$ cat src/rtl/alu_decode.sv
// alu_decode: decodes ALU-class MIPS instructions into a one-hot ALU control and operands,
// held in a one-entry valid/ready output register.
module alu_decode (
    input  logic        clk,
    input  logic        reset,
    input  logic        in_valid,
    output logic        in_ready,
    input  logic [31:0] inst,
    input  logic [31:0] rs_value,
    input  logic [31:0] rt_value,
    output logic        out_valid,
    input  logic        out_ready,
    output logic [11:0] alu_control,
    output logic [31:0] alu_src1,
    output logic [31:0] alu_src2,
    output logic [4:0]  dest,
    output logic        wen,
    output logic        illegal
);
    logic [5:0]  op;
    logic [5:0]  fn;
    logic [11:0] ctl;
    logic [31:0] src1;
    logic [31:0] src2;
    logic [4:0]  rd;
    logic        r_type;
    logic        legal;
    logic        shamt_shift;
    logic        unused;

    assign op     = inst[31:26];
    assign fn     = inst[5:0];
    assign r_type = op == 6'h00;
    // The rs register number is consumed upstream; only its value arrives here.
    assign unused = ^inst[25:21];

    always_comb begin
        ctl = '0;
        if (r_type)
            case (fn)
                6'h20, 6'h21: ctl = 12'h800;
                6'h22, 6'h23: ctl = 12'h400;
                6'h2A:        ctl = 12'h200;
                6'h2B:        ctl = 12'h100;
                6'h24:        ctl = 12'h080;
                6'h27:        ctl = 12'h040;
                6'h25:        ctl = 12'h020;
                6'h26:        ctl = 12'h010;
                6'h00, 6'h04: ctl = 12'h008;
                6'h02, 6'h06: ctl = 12'h004;
                6'h03, 6'h07: ctl = 12'h002;
                default:      ctl = '0;
            endcase
        else
            case (op)
                6'h08, 6'h09: ctl = 12'h800;
                6'h0A:        ctl = 12'h200;
                6'h0B:        ctl = 12'h100;
                6'h0C:        ctl = 12'h080;
                6'h0D:        ctl = 12'h020;
                6'h0E:        ctl = 12'h010;
                6'h0F:        ctl = 12'h001;
                default:      ctl = '0;
            endcase
    end

    assign legal       = |ctl;
    assign shamt_shift = r_type && (fn == 6'h00 || fn == 6'h02 || fn == 6'h03);
    // Illegal encodings fall back to the R-type operand/dest routing.
    assign src1 = (legal && op == 6'h0F) ? '0 : shamt_shift ? {27'b0, inst[10:6]} : rs_value;
    assign src2 = (r_type || !legal) ? rt_value
                : op[2] ? {16'b0, inst[15:0]} : {{16{inst[15]}}, inst[15:0]};
    assign rd   = (r_type || !legal) ? inst[15:11] : inst[20:16];

    assign in_ready = !out_valid || out_ready;

    always_ff @(posedge clk) begin
        if (reset) begin
            out_valid   <= 1'b0;
            alu_control <= '0;
            alu_src1    <= '0;
            alu_src2    <= '0;
            dest        <= '0;
            wen         <= 1'b0;
            illegal     <= 1'b0;
        end else if (in_valid && in_ready) begin
            out_valid   <= 1'b1;
            alu_control <= ctl;
            alu_src1    <= src1;
            alu_src2    <= src2;
            dest        <= rd;
            wen         <= legal && rd != 5'd0;
            illegal     <= !legal;
        end else if (out_ready) begin
            out_valid   <= 1'b0;
        end
    end
endmodule

$ cat config.mk
export PLATFORM = sky130hd
export DESIGN_NAME = alu_decode
export DESIGN_NICKNAME = d
export VERILOG_FILES = /design/src/rtl/alu_decode.sv
export SDC_FILE = /design/constraint.sdc
export NUM_CORES = 1
export LEC_CHECK = 0
export ABC_AREA = 1
export BUFFER_PORTS_ARGS = -buffer_cell sky130_fd_sc_hd__buf_2
export CAP_MARGIN = 20
export CORE_UTILIZATION = 30
export DETAILED_ROUTE_END_ITERATION = 8
export SLEW_MARGIN = 40
export SYNTH_ARGS = -nofsm -noshare
export SYNTH_HDL_FRONTEND = slang
export SYNTH_SLANG_ARGS = --single-unit
$ cat constraint.sdc
create_clock -name clk -period 1.8 [get_ports clk]
set_input_delay 0.18 -clock clk [delete_from_list [all_inputs] [get_ports clk]]
set_output_delay 0.18 -clock clk [all_outputs]
set_load 0.005 [all_outputs]
Word level (Yosys, flattened, before mapping)
Memories as Yosys holds them, arrays and structs flattened.
Cells that the tools add are included.
{ "totals": {"register_bits": 84, "mem_count": 2, "rom_bits": 816, "out_inout_bits": 85, "latch_bits": 0, "ramBits": 0} }
{ "op_classes": {"n_eq_ne": 3, "addsub": 0, "bitwise": 0, "mul": 0, "n_reduce_logical": 16, "mux": 9, "n_shift": 0, "div_mod_pow": 0, "n_lt_le_gt_ge": 0} }
{ "mem_list": {"columns": ["name", "depth", "width", "rd", "rd_clocked_by_memory_dff", "write_ports", "line_no", "source"], "rows": [
  ["(no name shown)", 64, 11, 1, 0, 0, "40", "case (fn)"],
  ["(no name shown)", 16, 7, 1, 0, 0, "55", "case (op)"]
]} }
{ "ops": {"columns": ["operator", "n"], "rows": [
  ["32-bit two-way mux", 4],
  ["12-bit two-way mux", 2],
  ["6-bit by 2-bit == test with 1-bit output (second input constant)", 2],
  ["6-bit zero test", 2],
  ["12-bit OR reduction", 1],
  ["6-bit by 4-bit == test with 1-bit output (second input constant)", 1],
  ["5-bit two-way mux", 1],
  ["5-bit nonzero test", 1],
  ["1-bit logical AND", 4],
  ["1-bit logical OR", 4],
  ["1-bit zero test", 2],
  ["2-bit zero test", 1],
  ["1-bit two-way mux", 2],
  ["2-bit nonzero test", 1]
]} }

Depth between registers and ports, before layout
Gate-level depths: netlist of run 1.
{ "logic_depth": {"depth_word": 9, "mapped_depth": 12} }

Least setup slack after synthesis of run 1
OpenSTA, ideal clock, no wires.
{ "synth_path": {"kind": "flip-flop to flip-flop", "from": "reg out_valid", "to": "reg alu_src2[14]", "path_slack_ns": 0.492, "required_ns": 1.730, "arrival_time_ns": 1.237, "period_less_slack_ns": 1.308, "setup_time_ns": 0.070, "stages_incl_launch_ff": 7, "path_buffers": 2, "path_cell_list": "dfxtp_1 > nand2_1 > nand2_1 > buf_4 > clkbuf_1 > nand2_1 > a21oi_1"} }
{ "synth_between": {"elab_chain_cells": 3} }
{ "synth_lines": {"columns": ["element", "line_no", "source"], "rows": [
  ["from (decl)", "11", "output logic out_valid,"],
  ["from (signal assigned)", "79", "out_valid <= 1'b0;"],
  ["from (signal assigned)", "87", "out_valid <= 1'b1;"],
  ["from (signal assigned)", "95", "out_valid <= 1'b0;"],
  ["1-bit zero test", "75", "assign in_ready = !out_valid || out_ready;"],
  ["1-bit logical OR", "75", null],
  ["named net in_ready", "7", "output logic in_ready,"],
  ["1-bit logical AND", "86", "end else if (in_valid && in_ready) begin"],
  ["to (signal assigned)", "90", "alu_src2 <= src2;"],
  ["to (decl)", "15", "output logic [31:0] alu_src2,"]
]} }
The timed path passes the listed nets, and every way through them passes these cells.
A chain may end at the register's enable or synchronous reset.

Worst setup path after layout of run 1
{ "layout_path": {"from": "reg out_valid", "to": "reg alu_src1[14]"} }
{ "layout_between": {"elab_chain_cells": 3} }
{ "layout_lines": {"columns": ["element", "line_no", "source"], "rows": [
  ["1-bit zero test", "75", null],
  ["1-bit logical OR", "75", null],
  ["1-bit logical AND", "86", null],
  ["to (signal assigned)", "89", "alu_src1 <= src1;"],
  ["to (decl)", "14", "output logic [31:0] alu_src1,"]
]} }
Every way passes these cells.

==> flow_summary_export.csv, run 1 <==
group,metric,value,unit
timing,fin_worst_skew,0.00470,ns
synthesis,ys_ff_latch,84,
synthesis,synthCells,528,
timing,layout_worst_path_cycle_share,0.849,
clocking,cts.clk_slew.worst_paths,0.06,ns
floorplan,num_rows,40,
clocking,cts.repair.resized,0,
synthesis,synth_nets,628,
timing,finalSetupViolCount,0,
global_routing,overflow,0,
place,dp_hpwl,8330,um
power,p_comb_frac,0.151,
synthesis,avgSynthCellArea,7.17,um^2
timing,slew_viol_final,0,
synthesis,ys_seq_area_frac,0.444,
power,p_seq_frac,0.453,
power,p_int,3.34,mW
timing,timing.final.ws_setup,0.272,ns
place,place_worst_setup_slack,0.149,ns
timing,period_needed,1.53,ns
critical_path,worst-path-max-fanout,33,
layout,num-nets-final,794,
critical_path,startpoint,"out_valid$_SDFFE_PP0P_",
floorplan,core_area,12200,um^2
power,clock_power_share,0.397,
synthesis,netlist_area,3790,um^2
critical_path,cpPeakStageDelay,0.34,ns
run_status,status,"finished, final reports clean",
critical_path,cp-start-kind,"flop",
critical_path,crit_buf_inv,1,
layout,drive_above_1_share,0.329,
synthesis,ys.flop_type,"dfxtp_1",
detailed_routing,ant_nets,0,
global_routing,antenna_found_initial,0,
power,total_power,4.53,mW
worst_hold_path,hold_path.startpoint,"rs_value[30]",
detailed_routing,drtIter0Drc,217,
clocking,cts_setup_buffers,0,
place,portBuffers,179,
timing,rsz0062_at_grt,"no",
critical_path,critPathRequiredTime,2.07,ns
layout,area_growth,34.9,%
critical_path,cp_cell_sequence,"nand2_1 -> nand2_2 -> a21oi_2 -> buf_4 -> nand3_1 -> a21oi_1",
global_routing,grt_first_pass_wirelength,18400,um
clocking,cts_buffers,9,
layout,layout_common_cells,"buf_2, nand2_1, dfxtp_1",
timing,tightest_slew,0.600,ns
detailed_routing,wl,11600,um
clocking,cts_tree,"yes",
timing,fin_tns_setup,0,ns
clocking,root_buffer,"clkbuf_16",
worst_hold_path,hp-class,"input pin to flop",
detailed_routing,first_pass_iters,4,
layout,fin_area,5110,um^2
clocking,cts_max_level,3,
power,p_sw,1.19,mW
clocking,clock_latency,0.34,ns
clocking,clock_path_buffers,2,
detailed_routing,drcViolationCount,0,
place,gp_congestion,0.818,
synthesis,async_flop_share,0,
floorplan,die_y,114,um
critical_path,endpoint_kind,"flop",
layout,final_common_cell,"buf_2",
critical_path,r2r_start,"out_valid$_SDFFE_PP0P_",
power,ir_drop,339,uV
clocking,clock-sinks,84,
power,p_sw_frac,0.262,
critical_path,worstPathArrival,1.80,ns
critical_path,cp_top_family,"simple AND/OR/NAND/NOR gates",
layout,fillers,1294,
floorplan,start_util,0.311,
critical_path,r2r_setup_slack,0.27,ns
global_routing,grt_max_degree,57,
critical_path,slowest_stage,"buf_4",
power,p_leak,2.62,nW
floorplan,die_area,13100,um^2
synthesis,synth_edf_count,0,
timing,hold_viol_final,0,
floorplan,io_pins,185,
detailed_routing,wire_per_inst,13.3,um
global_routing,grt_pass1_vias,3892,
synthesis,ys_warn_count,0,
critical_path,crit_type,"flop to flop",
detailed_routing,viasPerCell,4.67,
clocking,holdBufCountCts,0,
flow_run,maxCapViolCount,0,
timing,relSlewSlack,0.600,
synthesis,ys_types,27,
timing,fmax,654,MHz
place,dpl_cell_area,4820,um^2
floorplan,die_x,114,um
power,power.density,886,nW/um^2
global_routing,grtUsageTotal,0.181,
detailed_routing,num_vias,4051,
[cells in the mapped netlist (2+ instances only)]
cell type | number | area share
nand2_2 | 5 | 0.0083
a21oi_2 | 2 | 0.0046
nand2_1 | 127 | 0.13
dfxtp_1 | 84 | 0.44
buf_2 | 9 | 0.012
buf_6 | 3 | 0.0089
nor3_1 | 2 | 0.0026
a21oi_1 | 69 | 0.091
nor2_1 | 46 | 0.046
nor2_2 | 2 | 0.0033
nand3_1 | 40 | 0.053
inv_2 | 5 | 0.0050
clkbuf_1 | 19 | 0.019
o211ai_1 | 30 | 0.059
buf_4 | 4 | 0.0079
o21ai_2 | 3 | 0.0069
nand3_2 | 3 | 0.0079
inv_1 | 44 | 0.044
o21ai_0 | 23 | 0.030
[tightest hold or removal path: cells and delay by family]
kind,cells,cell delay (ns)
AOI/OAI and AO/OA,1,0.05
buffers and inverters,1,0.09
and+or+nand+nor,1,0.06
[layer usage]
| layer | GRT usage | wire (um) | vias up |
|---|---|---|---|
| met4 | 0.0597 | 142 | 0 |
| met5 | 0 | 0 | - |
| met1 | 0.212 | 5150 | 1828 |
| li1 | - | - | 2060 |
| met2 | 0.310 | 5260 | 152 |
| met3 | 0.0598 | 1010 | 11 |
[path summary, 6_finish.rpt]
kind / to / depth (start not counted)
setup reg to reg: alu_src1[14]$_SDFFE_PP0P_ / 6
hold / removal: alu_src1[30]$_SDFFE_PP0P_ / 3
setup / recovery: alu_src1[14]$_SDFFE_PP0P_ / 6
hold reg to reg: alu_src1[31]$_SDFFE_PP0P_ / 2
[flip-flops by register name, indices dropped and copies added (netlist names)]
signal and flops:
alu_src1 32, alu_src2 32, alu_control 12, dest 5
illegal 1, out_valid 1, wen 1
[cells by family after synthesis]
family | Yosys count | synth area share
buffers and inverters | 86 | 0.0981
AOI/OAI and AO/OA | 128 | 0.194
muxes | 1 | 0.00264
and+or+nand+nor | 229 | 0.261
DFF | 84 | 0.444
[cell type report]
class | instances | area, um^2 | share of cell area
inverter | 50 | 189 | 0.0370
sequential | 84 | 1680 | 0.329
antenna | 1 | 2.50 | 0.000490
clock buffer | 14 | 274 | 0.0536
timing repair buffer | 191 | 998 | 0.195
clock inverter | 2 | 16.3 | 0.00318
tap | 168 | 210 | 0.0411
multi-input combinational | 358 | 1740 | 0.340
[power groups by stage]
| stage | registers (mW) | clock network, mW | logic, mW |
|---|---|---|---|
| CTS | 2.05 | 1.85 | 0.694 |
| floorplan | 2.10 | 0 | 0.342 |
| finish | 2.05 | 1.79 | 0.682 |
| detailed placement | 2.09 | 0 | 0.691 |
| global placement | 2.08 | 0 | 0.681 |
| global route | 2.06 | 1.92 | 0.778 |
[metrics by stage]
step / util / std cells / hold WS [ns]
detailed placement: 0.396 / 851 / 0.452
finish: 0.420 / 868 / 0.102
CTS: 0.420 / 867 / 0.0939
global route: 0.420 / 867 / 0.107
global placement: 0.396 / 851 / 0.450
floorplan: - / 528 / 0.340
No activity file was read; power rests on OpenSTA's default activity.
==> run 2: changes to the inputs <==
Clock period 1.8 ns to 1.2 ns, I/O delays scaled along.
==> flow_summary_export.csv, run 2 (synthesis results as in run 1) <==
group,metric,value,unit
critical_path,critPathCapture,"alu_src1[20]$_SDFFE_PP0P_",
timing,slew_viol_final,0,
clocking,root_buffer,"clkbuf_16",
layout,reg.largest.list,"alu_src1 x32, alu_src2 x32, alu_control x12",
clocking,cts_max_level,3,
clocking,cts.clk_slew.worst_paths,0.06,ns
detailed_routing,viasPerCell,4.66,
floorplan,die_y,114,um
layout,final_common_cell,"buf_2",
power,power.density,1250,nW/um^2
floorplan,io_pins,185,
detailed_routing,drcViolationCount,0,
power,p_seq_frac,0.437,
layout,layout_common_cells,"buf_2, nand2_1, dfxtp_1",
power,clock_power_share,0.394,
layout,area_growth,49.0,%
power,p_int,5.22,mW
power,p_leak,2.87,nW
layout,fillers,1250,
run_status,violations,"negative setup slack",
detailed_routing,ant_nets,0,
critical_path,r2r_setup_slack,-0.02,ns
clocking,clock-sinks,84,
timing,fin_worst_skew,0.00462,ns
detailed_routing,num_vias,4232,
power,ir_drop,734,uV
critical_path,r2r_start,"out_valid$_SDFFE_PP0P_",
timing,tightest_slew,0.459,ns
critical_path,cp-start-kind,"flop",
place,portBuffers,179,
floorplan,core_area,12200,um^2
detailed_routing,wire_per_inst,13.0,um
global_routing,grt_first_pass_wirelength,18700,um
place,dp_hpwl,8900,um
critical_path,r2r-end,"alu_src1[20]$_SDFFE_PP0P_",
timing,relSlewSlack,0.694,
critical_path,startpoint,"out_valid$_SDFFE_PP0P_",
critical_path,worstPathArrival,1.50,ns
clocking,holdBufCountCts,0,
global_routing,grt_pass1_vias,3972,
clocking,cts_tree,"yes",
timing,finalSetupViolCount,9,
worst_hold_path,hp-class,"input pin to flop",
timing,timing.final.ws_setup,-0.0197,ns
clocking,clock_path_buffers,2,
critical_path,crit_type,"flop to flop",
critical_path,worst-path-max-fanout,33,
place,dpl.cell_count,891,
floorplan,num_rows,40,
layout,instances_no_fill,908,
global_routing,overflow,0,
floorplan,die_x,114,um
critical_path,critPathRequiredTime,1.48,ns
timing,whs,0.0376,ns
floorplan,start_util,0.311,
layout,n_antenna_cell,0,
global_routing,grt_max_degree,44,
timing,fmax,820,MHz
clocking,cts_buffers,9,
timing,layout_worst_path_cycle_share,1.02,
timing,rsz0062_at_grt,"yes",
detailed_routing,wl,11800,um
place,gp_congestion,0.840,
layout,drive_above_1_share,0.399,
detailed_routing,first_pass_iters,4,
power,p_sw,1.83,mW
power,p_sw_frac,0.259,
layout,num-nets-final,835,
floorplan,die_area,13100,um^2
critical_path,endpoint_kind,"flop",
global_routing,grtUsageTotal,0.182,
timing,period_needed,1.22,ns
flow_run,maxCapViolCount,0,
detailed_routing,drtIter0Drc,237,
clocking,clock_latency,0.34,ns
power,p_comb_frac,0.170,
timing,hold_viol_final,0,
run_status,status,"finished with violations",
global_routing,antenna_found_initial,1,
critical_path,rr_worst_depth,6,
[run 2: routing by layer]
layer | GRT usage | share of wire | up-vias
met5 | 0 | 0 | -
met4 | 0.0649 | 0.014 | 0
met3 | 0.0588 | 0.086 | 13
met2 | 0.305 | 0.46 | 169
met1 | 0.217 | 0.44 | 1903
li1 | - | - | 2147
[run 2: worst max-delay path, stage by stage (launching register included)]
cell,delay [ns]
dfxtp_2,0.33
nand2_4,0.09
nand2_8,0.09
a21oi_4,0.16
buf_12,0.21
nand3_1,0.13
a21oi_2,0.12
[run 2: power groups by stage]
stage	clock, mW	sequential (mW)	combinational (mW)
6_report	2.77	3.08	1.19
5_1_grt	2.97	3.10	1.33
4_1_cts	2.87	3.08	1.17
3_5_place_dp	0	3.13	1.14
3_3_place_gp	0	3.13	1.12
2_1_floorplan	0	3.15	0.514
[run 2: final cells by class]
| class | count | area [um^2] | area share |
|---|---|---|---|
| Clock buffer | 12 | 246 | 0.0437 |
| Clock inverter | 4 | 48.8 | 0.00865 |
| Inverter | 50 | 193 | 0.0341 |
| Multi-Input combinational cell | 358 | 1850 | 0.327 |
| Sequential cell | 84 | 1680 | 0.298 |
| Tap cell | 168 | 210 | 0.0372 |
| Timing Repair Buffer | 232 | 1420 | 0.251 |
[run 2: what timing repair did]
item | 4_1_cts | 5_1_grt
endpoints found under the setup margin | 77 | 60
buffers inserted | 0 | 0
resized for setup | 13 | 24
endpoints found under the hold margin | 0 | 0
gates cloned | 0 | 1
[run 2: worst min-delay path by stage]
stage	depth (start not counted)	endpoint	from	slack, ns
6_report	3	alu_src1[21]$_SDFFE_PP0P_	rs_value[21]	0.04
3_5_place_dp	3	alu_src1[14]$_SDFFE_PP0P_	rs_value[14]	0.40
3_3_place_gp	3	alu_src1[29]$_SDFFE_PP0P_	rs_value[29]	0.39
2_1_floorplan	2	alu_src1[10]$_SDFFE_PP0P_	rs_value[10]	0.28
5_1_grt	3	alu_src1[24]$_SDFFE_PP0P_	rs_value[24]	0.05
4_1_cts	3	alu_src1[14]$_SDFFE_PP0P_	rs_value[14]	0.03
[run 2: per-stage QoR]
stage / cell area [um^2] / power [mW] / setup TNS (ns) / worst slack, ns / util
2_1_floorplan: 3790 / 3.66 / -0.210 / -0.0106 / -
3_3_place_gp: 5190 / 4.25 / -9.06 / -0.213 / 0.427
3_5_place_dp: 5190 / 4.27 / -11.79 / -0.257 / 0.427
4_1_cts: 5540 / 7.12 / -0.168 / -0.0261 / 0.456
5_1_grt: 5640 / 7.40 / -2.32 / -0.0948 / 0.464
6_report: 5640 / 7.04 / -0.0820 / -0.0197 / 0.464
==> run 3: changes to the inputs <==
Settings changed: RECOVER_POWER set to 100.
==> flow_summary_export.csv, run 3 (synthesis results as in run 1) <==
group,metric,value,unit
floorplan,die_y,114,um
critical_path,critPathRequiredTime,1.48,ns
global_routing,grt_first_pass_wirelength,18700,um
place,place_worst_setup_slack,-0.257,ns
detailed_routing,wl,11800,um
timing,fmax,821,MHz
timing,hold_viol_final,0,
worst_hold_path,hp-class,"input pin to flop",
worst_hold_path,whs_path_depth,3,
timing,timing.final.ws_setup,-0.0178,ns
clocking,holdBufCountCts,0,
clocking,clock_path_buffers,2,
place,portBuffers,179,
global_routing,grt_util_met1,0.217,
clocking,cts_buffers,9,
critical_path,cpPeakStageDelay,0.33,ns
detailed_routing,drcViolationCount,0,
timing,fin_tns_setup,-0.0629,ns
detailed_routing,wire_per_inst,13.0,um
critical_path,slowest_stage,"dfxtp_2",
critical_path,worstPathArrival,1.50,ns
clocking,cts_max_level,3,
critical_path,cp_cell_sequence,"nand2_4 -> nand2_8 -> a21oi_4 -> buf_12 -> nand3_1 -> a21oi_2",
timing,period_needed,1.22,ns
floorplan,core_area,12200,um^2
floorplan,die_area,13100,um^2
global_routing,grt_max_degree,44,
layout,n_antenna_cell,0,
layout,instances_no_fill,908,
critical_path,rr_worst_depth,6,
place,dp_hpwl,8900,um
clocking,cts_tree,"yes",
global_routing,antenna_found_initial,1,
global_routing,grtUsageTotal,0.182,
place,dpl.cell_count,891,
critical_path,endpoint_kind,"flop",
layout,fin_area,5550,um^2
layout,layout_common_cells,"buf_2, nand2_1, dfxtp_1",
clocking,clock-sinks,84,
critical_path,worst-path-max-fanout,33,
layout,post-route-util,0.457,
timing,slew_viol_final,0,
timing,finalSetupViolCount,8,
detailed_routing,first_pass_iters,4,
global_routing,grt_pass1_vias,3972,
clocking,cts.clk_slew.worst_paths,0.06,ns
global_routing,met3_usage,0.0588,
flow_run,maxCapViolCount,0,
layout,reg.largest.list,"alu_src1 x32, alu_src2 x32, alu_control x12",
detailed_routing,viasPerCell,4.64,
critical_path,cp-start-kind,"flop",
critical_path,cp.depth,6,
run_status,status,"finished with violations",
global_routing,grtUsageMet2,0.305,
floorplan,die_x,114,um
detailed_routing,ant_nets,0,
clocking,clock_latency,0.35,ns
global_routing,overflow,0,
timing,layout_worst_path_cycle_share,1.01,
critical_path,crit_type,"flop to flop",
floorplan,start_util,0.311,
layout,num-nets-final,835,
timing,relSlewSlack,0.692,
detailed_routing,drtIter0Drc,209,
power,total_power,7.01,mW
critical_path,cp_top_family,"flip-flops",
layout,drive_above_1_share,0.331,
timing,whs,0.0378,ns
global_routing,grt-busiest-layer,"met2",
critical_path,crit_buf_inv,1,
floorplan,num_rows,40,
power,p_leak,2.69,nW
run_status,violations,"negative setup slack",
critical_path,r2r_setup_slack,-0.02,ns
place,dpl_cell_area,5190,um^2
layout,final_common_cell,"buf_2",
clocking,root_buffer,"clkbuf_16",
floorplan,io_pins,185,
power,power.density,1260,nW/um^2
power,ir_drop,732,uV
detailed_routing,num_vias,4217,
timing,tightest_slew,0.462,ns
layout,area_growth,46.6,%
timing,rsz0062_at_grt,"yes",
place,gp_congestion,0.840,
timing,fin_worst_skew,0.00464,ns
## run 3: changes by cell type in the layout (fill, tap and decap cells not counted), sizes merged
cell	before	now
buf	231	186
clkbuf	13	58
## run 3: where the power goes
group          leakage (nW)  switching (mW)  internal, mW  total, mW
Clock                 0.147            1.11          1.67       2.78
Sequential            0.694           0.101          2.98       3.08
Combinational          1.85           0.620         0.533       1.15
## run 3: layout make-up
type	instances	area (um^2)
clock buffers	12	246
clock inverters	4	48.8
fillers	1290	6610
inverters	50	193
multi-input cells	358	1840
flip-flops and latches	84	1680
well taps	168	210
repair buffers	232	1340
## run 3: tightest hold or removal path: cells and delay by family
kind | cells | cell delay (ns)
simple gates | 1 | 0.06
compound gates | 1 | 0.05
buf+inv | 1 | 0.11
## run 3: path summary, 6_finish.rpt
check,start,end
setup / recovery,out_valid$_SDFFE_PP0P_,alu_src1[20]$_SDFFE_PP0P_
hold reg to reg,alu_src2[11]$_SDFFE_PP0P_,alu_src2[11]$_SDFFE_PP0P_
hold / removal,rs_value[21],alu_src1[21]$_SDFFE_PP0P_
setup reg to reg,out_valid$_SDFFE_PP0P_,alu_src1[20]$_SDFFE_PP0P_
## run 3: layer usage
metal / share of wire / vias to the layer above
met1: 0.44 / 1896
met5: 0 / -
met2: 0.46 / 162
met3: 0.084 / 13
li1: - / 2146
met4: 0.014 / 0
## run 3: what timing repair did
item / in CTS / in global routing
setup buffers: 0 / 0
gates resized for setup: 13 / 24
endpoints found under the setup margin: 77 / 60
gates cloned: 0 / 1
